[src/rtl/instr_fetch_mem.sv]
// Loadable instruction memory with a registered, multi-cycle fetch handshake.
// A sequential loader fills the array; fetches take WAIT_CYCLES extra cycles.
module instr_fetch_mem #(
  parameter int unsigned       DEPTH       = 64,
  parameter int unsigned       ADDR_W      = 32,
  parameter int unsigned       DATA_W      = 32,
  parameter int unsigned       WAIT_CYCLES = 0,
  parameter logic [DATA_W-1:0] NOP_WORD    = 32'hE000_0000
) (
  input  logic                         clk,
  input  logic                         rst_n,
  input  logic                         fetch_req,
  input  logic [ADDR_W-1:0]            fetch_addr,
  input  logic                         flush,
  output logic                         fetch_ready,
  output logic [DATA_W-1:0]            inst,
  output logic                         inst_fault,
  output logic                         busy,
  input  logic                         load_en,
  input  logic [DATA_W-1:0]            load_data,
  input  logic                         load_clr,
  output logic [$clog2(DEPTH+1)-1:0]   load_count,
  output logic                         load_full
);

  localparam int unsigned AW    = (DEPTH > 1) ? $clog2(DEPTH) : 1;
  localparam int unsigned CW    = $clog2(DEPTH + 1);
  localparam logic [3:0]  WINIT = (WAIT_CYCLES == 0) ? 4'd0 : 4'(WAIT_CYCLES - 1);

  typedef enum logic [1:0] {S_IDLE, S_WAIT, S_RESP} state_t;

  state_t              r_state, w_state_nxt;
  logic [3:0]          r_wcnt;
  logic [AW-1:0]       r_idx;
  logic                r_pfault;
  logic [DATA_W-1:0]   r_inst;
  logic                r_fault;
  logic [CW-1:0]       r_cnt;
  logic [DATA_W-1:0]   r_mem [DEPTH];

  logic                w_accept;
  logic                w_capture;
  logic [AW-1:0]       w_cap_idx;
  logic                w_cap_fault;
  logic [ADDR_W-3:0]   w_word;
  logic                w_fault_in;
  logic                w_busy;
  logic                w_full;
  logic                w_ld_we;

  assign w_word     = fetch_addr[ADDR_W-1:2];
  assign w_fault_in = (|fetch_addr[1:0]) || (w_word >= (ADDR_W-2)'(DEPTH));
  assign w_busy     = (r_state != S_IDLE);
  assign w_full     = (r_cnt == CW'(DEPTH));
  assign w_accept   = ((r_state == S_IDLE) || (r_state == S_RESP)) &&
                      fetch_req && !flush && !load_en;
  assign w_ld_we    = load_en && !w_busy && !w_full && !load_clr;

  // With zero wait states the response is captured on the accept edge itself,
  // straight from the incoming address; otherwise from the latched one.
  always_comb begin
    w_state_nxt = r_state;
    w_capture   = 1'b0;
    w_cap_idx   = r_idx;
    w_cap_fault = r_pfault;
    case (r_state)
      S_IDLE, S_RESP: begin
        if (w_accept) begin
          if (WAIT_CYCLES == 0) begin
            w_state_nxt = S_RESP;
            w_capture   = 1'b1;
            w_cap_idx   = w_word[AW-1:0];
            w_cap_fault = w_fault_in;
          end else begin
            w_state_nxt = S_WAIT;
          end
        end else begin
          w_state_nxt = S_IDLE;
        end
      end
      S_WAIT: begin
        if (flush) begin
          w_state_nxt = S_IDLE;
        end else if (r_wcnt == 4'd0) begin
          w_state_nxt = S_RESP;
          w_capture   = 1'b1;
        end
      end
      default: w_state_nxt = S_IDLE;
    endcase
  end

  always_ff @(posedge clk or negedge rst_n) begin
    if (!rst_n) r_state <= S_IDLE;
    else        r_state <= w_state_nxt;
  end

  always_ff @(posedge clk or negedge rst_n) begin
    if (!rst_n) begin
      r_wcnt   <= '0;
      r_idx    <= '0;
      r_pfault <= 1'b0;
      r_inst   <= NOP_WORD;
      r_fault  <= 1'b0;
    end else begin
      if (w_accept) begin
        r_wcnt   <= WINIT;
        r_idx    <= w_word[AW-1:0];
        r_pfault <= w_fault_in;
      end else if ((r_state == S_WAIT) && (r_wcnt != 4'd0)) begin
        r_wcnt <= r_wcnt - 4'd1;
      end
      if (w_capture) begin
        r_inst  <= w_cap_fault ? NOP_WORD : r_mem[w_cap_idx];
        r_fault <= w_cap_fault;
      end
    end
  end

  always_ff @(posedge clk or negedge rst_n) begin
    if (!rst_n)        r_cnt <= '0;
    else if (load_clr) r_cnt <= '0;
    else if (w_ld_we)  r_cnt <= r_cnt + CW'(1);
  end

  // Array has no reset so program contents survive rst_n.
  always_ff @(posedge clk) begin
    if (w_ld_we) r_mem[r_cnt[AW-1:0]] <= load_data;
  end

  assign fetch_ready = (r_state == S_RESP);
  assign inst        = r_inst;
  assign inst_fault  = r_fault;
  assign busy        = w_busy;
  assign load_count  = r_cnt;
  assign load_full   = w_full;

endmodule

[config.mk]
export PLATFORM = sky130hd
export DESIGN_NAME = instr_fetch_mem
export DESIGN_NICKNAME = d
export VERILOG_FILES = /design/src/rtl/instr_fetch_mem.sv
export SDC_FILE = /design/constraint.sdc
export NUM_CORES = 2
export LEC_CHECK = 0
export ABC_CLOCK_PERIOD_IN_PS = 9600
export CORE_ASPECT_RATIO = 0.8
export CORE_MARGIN = 1
export CORE_UTILIZATION = 45
export DETAILED_ROUTE_END_ITERATION = 12
export PLACE_DENSITY_LB_ADDON = 0.08
export RECOVER_POWER = 25
export SLEW_MARGIN = 20
export SYNTH_ARGS = -nofsm -noshare
export SYNTH_HDL_FRONTEND = slang
export SYNTH_SLANG_ARGS = --single-unit
[constraint.sdc]
create_clock -name clk -period 9.6 [get_ports clk]
set_input_delay 0.96 -clock clk [delete_from_list [all_inputs] [get_ports clk]]
set_output_delay 0.96 -clock clk [all_outputs]
set_load 0.02 [all_outputs]
==> out/summary.txt <==
Switching power total: 5.18 mW
Final hold violation count: 0
Post-synthesis instance area: 81300 µm²
Detailed-router iteration count before antenna repair: 5
Top-level I/O count: 113
Xor and xnor fraction of the mapped netlist area: 0.000431
Warning count from the yosys run: 0
Average footprint of a synthesized cell: 13.6 µm²
Dominant combinational cell family by area after synthesis: simple AND/OR/NAND/NOR gates
Worst EP required: 10.35 ns
Width of the chip: 477 µm
Synthesis-to-layout area growth: 13.0%
Pin count of the biggest net entering global routing: 167
List of most frequent post-synthesis cells: 2048 x sky130_fd_sc_hd__edfxtp_1, 1782 x sky130_fd_sc_hd__nand2_1, 623 x sky130_fd_sc_hd__nand3_1, 253 x sky130_fd_sc_hd__a21oi_1, 179 x sky130_fd_sc_hd__nand4_1
Total number of vias: 50700
Share of power burned in combinational logic: 0.115
Final worst path period need: 5.16 ns
Post-CTS Hold Buffers: 0
CTS tree: yes
Sequential-to-total area share from yosys stat: 0.771
Number of synthesized register bits: 2095
Worst slew margin relative to its limit: -1.13
1st-iter DRT viols: 6111
Antenna viol nets, final: 0
Post-cts repair resize count: 0
Max-capacitance violation count: 25
Failing checks: capacitance limit, slew limit
CTS clock-pin slew for the worst setup and hold paths: 0.06 ns
Crit end category: flop
Largest fanout of any net on the critical path: 99
Instance count of the mapped netlist: 5980
Routed length per placed instance: 28.6 µm
Setup repair after global routing missed its margin: no
Dominant synthesized flop cell: sky130_fd_sc_hd__edfxtp_1
Simple-Gate Fraction of Synth Area: 0.144
Clock buffer depth: 3
Global-route wire length before repair: 351000 µm
Detail Placement HPWL: 121000 µm
Post-CTS setup buffer count: 0
Inserted Clock Buffers: 204
Routability cong.: 0.804
Post-synthesis mux area share: 0.00770
Count of different cell masters after synthesis: 56
Yosys top cell by area: sky130_fd_sc_hd__edfxtp_1
Final max-slew violation count: 1565
Sink count of the clock tree: 2095
Number of rows in the core area: 139
Static Leak: 30.1 nW
Initial antenna violation count: 32
Fraction of the mapped netlist area in compound gates: 0.0544
Clock group share of total power: 0.388
DRC errors left: 0
Setup_tns: 0 ns
Top-count cell post-synth: sky130_fd_sc_hd__edfxtp_1
Total number of nets in the final design: 6118
Post-synthesis share of cell area spent on full adders, half adders and majority gates: 0.000308
Net count after synthesis: 6052
Average via count per standard cell: 5.88
Sort of element at the start of the critical path: input pin
Clock latency at the later pin of the worst-skew pair: 0.83 ns
Path type of the worst setup path: input pin to flop
Maximum clock frequency: 0.194 GHz
Net Sw Frac: 0.255
Total detailed-routing wirelength: 247000 µm
Cell-internal power: 15.1 mW
Share of async-settable or async-resettable flops after synthesis: 0.0224
Level count of the clock H-tree: 4
Actual transition at the worst max-transition pin: 3.19 ns
Number of port buffers: 112
Core Area: 179000 µm²
Gr ovfl total: 0
Most area-consuming cells after synthesis: sky130_fd_sc_hd__edfxtp_1 76%, sky130_fd_sc_hd__nand2_1 8.2%, sky130_fd_sc_hd__nand3_1 3.8%, sky130_fd_sc_hd__a21oi_1 1.6%, sky130_fd_sc_hd__nand4_1 1.4%
Period utilization: 0.538
Type of the most critical hold path: flop to flop
Number of enable flip-flop cells after synthesis: 2048
Setup Viol. Count Final: 0
Global routing usage summed across all routing layers: 0.268
Sequential share of power: 0.497
Pwr dens: 221 nW/µm²
Share of post-route cells with drive strength above 1: 0.0869
Worst slack at placement: 3.78 ns
Post-route worst setup slack: 4.44 ns
Run status: finished, violations left
CP Data Arrival Time: 5.92 ns
Starting Density: 0.453
Root Driver: sky130_fd_sc_hd__clkbuf_16
IR Drop Worst-Case VDD: 0.194 mV
Setup clock skew after layout: 0.0209 ns
Area share of the largest cell type after synthesis: 0.757
Vias in the first global route: 47300
Area of the die: 182000 µm²
Floorplan die height: 382 µm
-- layout make-up --
| cell class | count | area (µm²) |
|---|---|---|
| fillers | 15200 | 87500 |
| repair buffers | 245 | 2100 |
| multi-input cells | 3491 | 17500 |
| diodes | 12 | 30.0 |
| clock buffers | 268 | 5590 |
| flip-flops and latches | 2095 | 62700 |
| inverters | 9 | 48.8 |
| clock inverters | 109 | 901 |
| well taps | 2397 | 3000 |
-- power groups by stage --
| stage | clock (mW) | sequential (mW) | combinational, mW |
|---|---|---|---|
| after floorplan | 0 | 10.3 | 1.41 |
| after global placement | 0 | 10.3 | 2.32 |
| after detailed placement | 0 | 10.3 | 2.33 |
| after CTS | 7.98 | 10.1 | 2.33 |
| after global routing | 8.32 | 10.1 | 2.52 |
| final | 7.86 | 10.1 | 2.34 |
-- metal layers --
metal  wire length, µm  GRT usage
met1            111000      0.402
met5                34          0
met2            111000      0.403
met4              4620     0.0632
met3             20500     0.0498
-- flip-flops by register name, summed over array words and instances (netlist names) --
name,count
r_mem,2048
load_count,7
inst_fault,1
inst,32
r_state,1
r_idx,6
-- path summary, 6_finish.rpt --
kind                          startpoint             to  slack [ns]  depth (start not counted)
min reg2reg                   inst_fault     inst_fault        0.50                          2
max in group asynchronous          rst_n        inst[2]        7.07                          2
min in group asynchronous          rst_n       inst[26]        0.85                          1
min                           inst_fault     inst_fault        0.50                          2
max                              load_en       inst[31]        4.44                         11
max reg2reg                load_count[3]  r_mem[61][27]        4.74                          7
-- placed cells by master, fill, tap and decap left out, types with 16 or more instances in the layout --
master                            Yosys  routed
sky130_fd_sc_hd__a211o_1             28      28
sky130_fd_sc_hd__a21oi_1            253     253
sky130_fd_sc_hd__a221oi_1            61      61
sky130_fd_sc_hd__a22oi_1             88      88
sky130_fd_sc_hd__a31oi_1            124     124
sky130_fd_sc_hd__a41oi_1             29      17
sky130_fd_sc_hd__buf_12               0      16
sky130_fd_sc_hd__buf_2              169      19
sky130_fd_sc_hd__buf_4                7     104
sky130_fd_sc_hd__clkbuf_1           177      72
sky130_fd_sc_hd__clkbuf_16            0     210
sky130_fd_sc_hd__clkdlybuf4s50_1      0      79
sky130_fd_sc_hd__clkinv_1             0      46
sky130_fd_sc_hd__clkinv_2             0      37
sky130_fd_sc_hd__dfrtp_1             44      44
sky130_fd_sc_hd__edfxtp_1          2048    2048
sky130_fd_sc_hd__mux2i_1             58      55
sky130_fd_sc_hd__nand2_1           1782    1774
sky130_fd_sc_hd__nand3_1            623     622
sky130_fd_sc_hd__nand4_1            179     179
sky130_fd_sc_hd__nor2_1             112      48
sky130_fd_sc_hd__nor2_4               0      64
sky130_fd_sc_hd__o21ai_0             18      18
sky130_fd_sc_hd__o21ai_1             16      16
sky130_fd_sc_hd__o221ai_1            31      31
-- critical path, cell delays in order --
cell and delay, ns:
sky130_fd_sc_hd__clkdlybuf4s50_1 0.55, sky130_fd_sc_hd__or3b_4 0.26, sky130_fd_sc_hd__buf_4 0.63, sky130_fd_sc_hd__a21oi_4 0.36, sky130_fd_sc_hd__inv_8 0.60, sky130_fd_sc_hd__buf_4 0.73
sky130_fd_sc_hd__mux2i_1 0.18, sky130_fd_sc_hd__o22ai_1 0.28, sky130_fd_sc_hd__nor4_1 0.10, sky130_fd_sc_hd__a221oi_1 0.92, sky130_fd_sc_hd__and3_1 0.30
-- cells by family (layout without fill, tap and decap cells) --
| kind of cell | count (synthesis) | count (layout) |
|---|---|---|
| simple gates | 2748 | 2748 |
| flops | 2095 | 2095 |
| buf+inv | 394 | 631 |
| mux | 60 | 60 |
| compound gates | 677 | 677 |
| other cells | 0 | 12 |
| xor+xnor | 4 | 4 |
| fa+ha+maj | 2 | 2 |
-- through the flow --
step                       util  hold WS, ns  cells  total power [mW]  cell area [µm²]
after global placement    0.476        0.482   8235              12.6            85300
after CTS                 0.512        0.223   8614              20.4            91900
after detailed placement  0.476        0.485   8237              12.6            85400
after global routing      0.512        0.555   8623              20.9            91800
final                     0.512        0.505   8626              20.3            91900
after floorplan               -        0.541   5980              11.7            81300
Note: power is estimated with default switching activity, not from simulation.
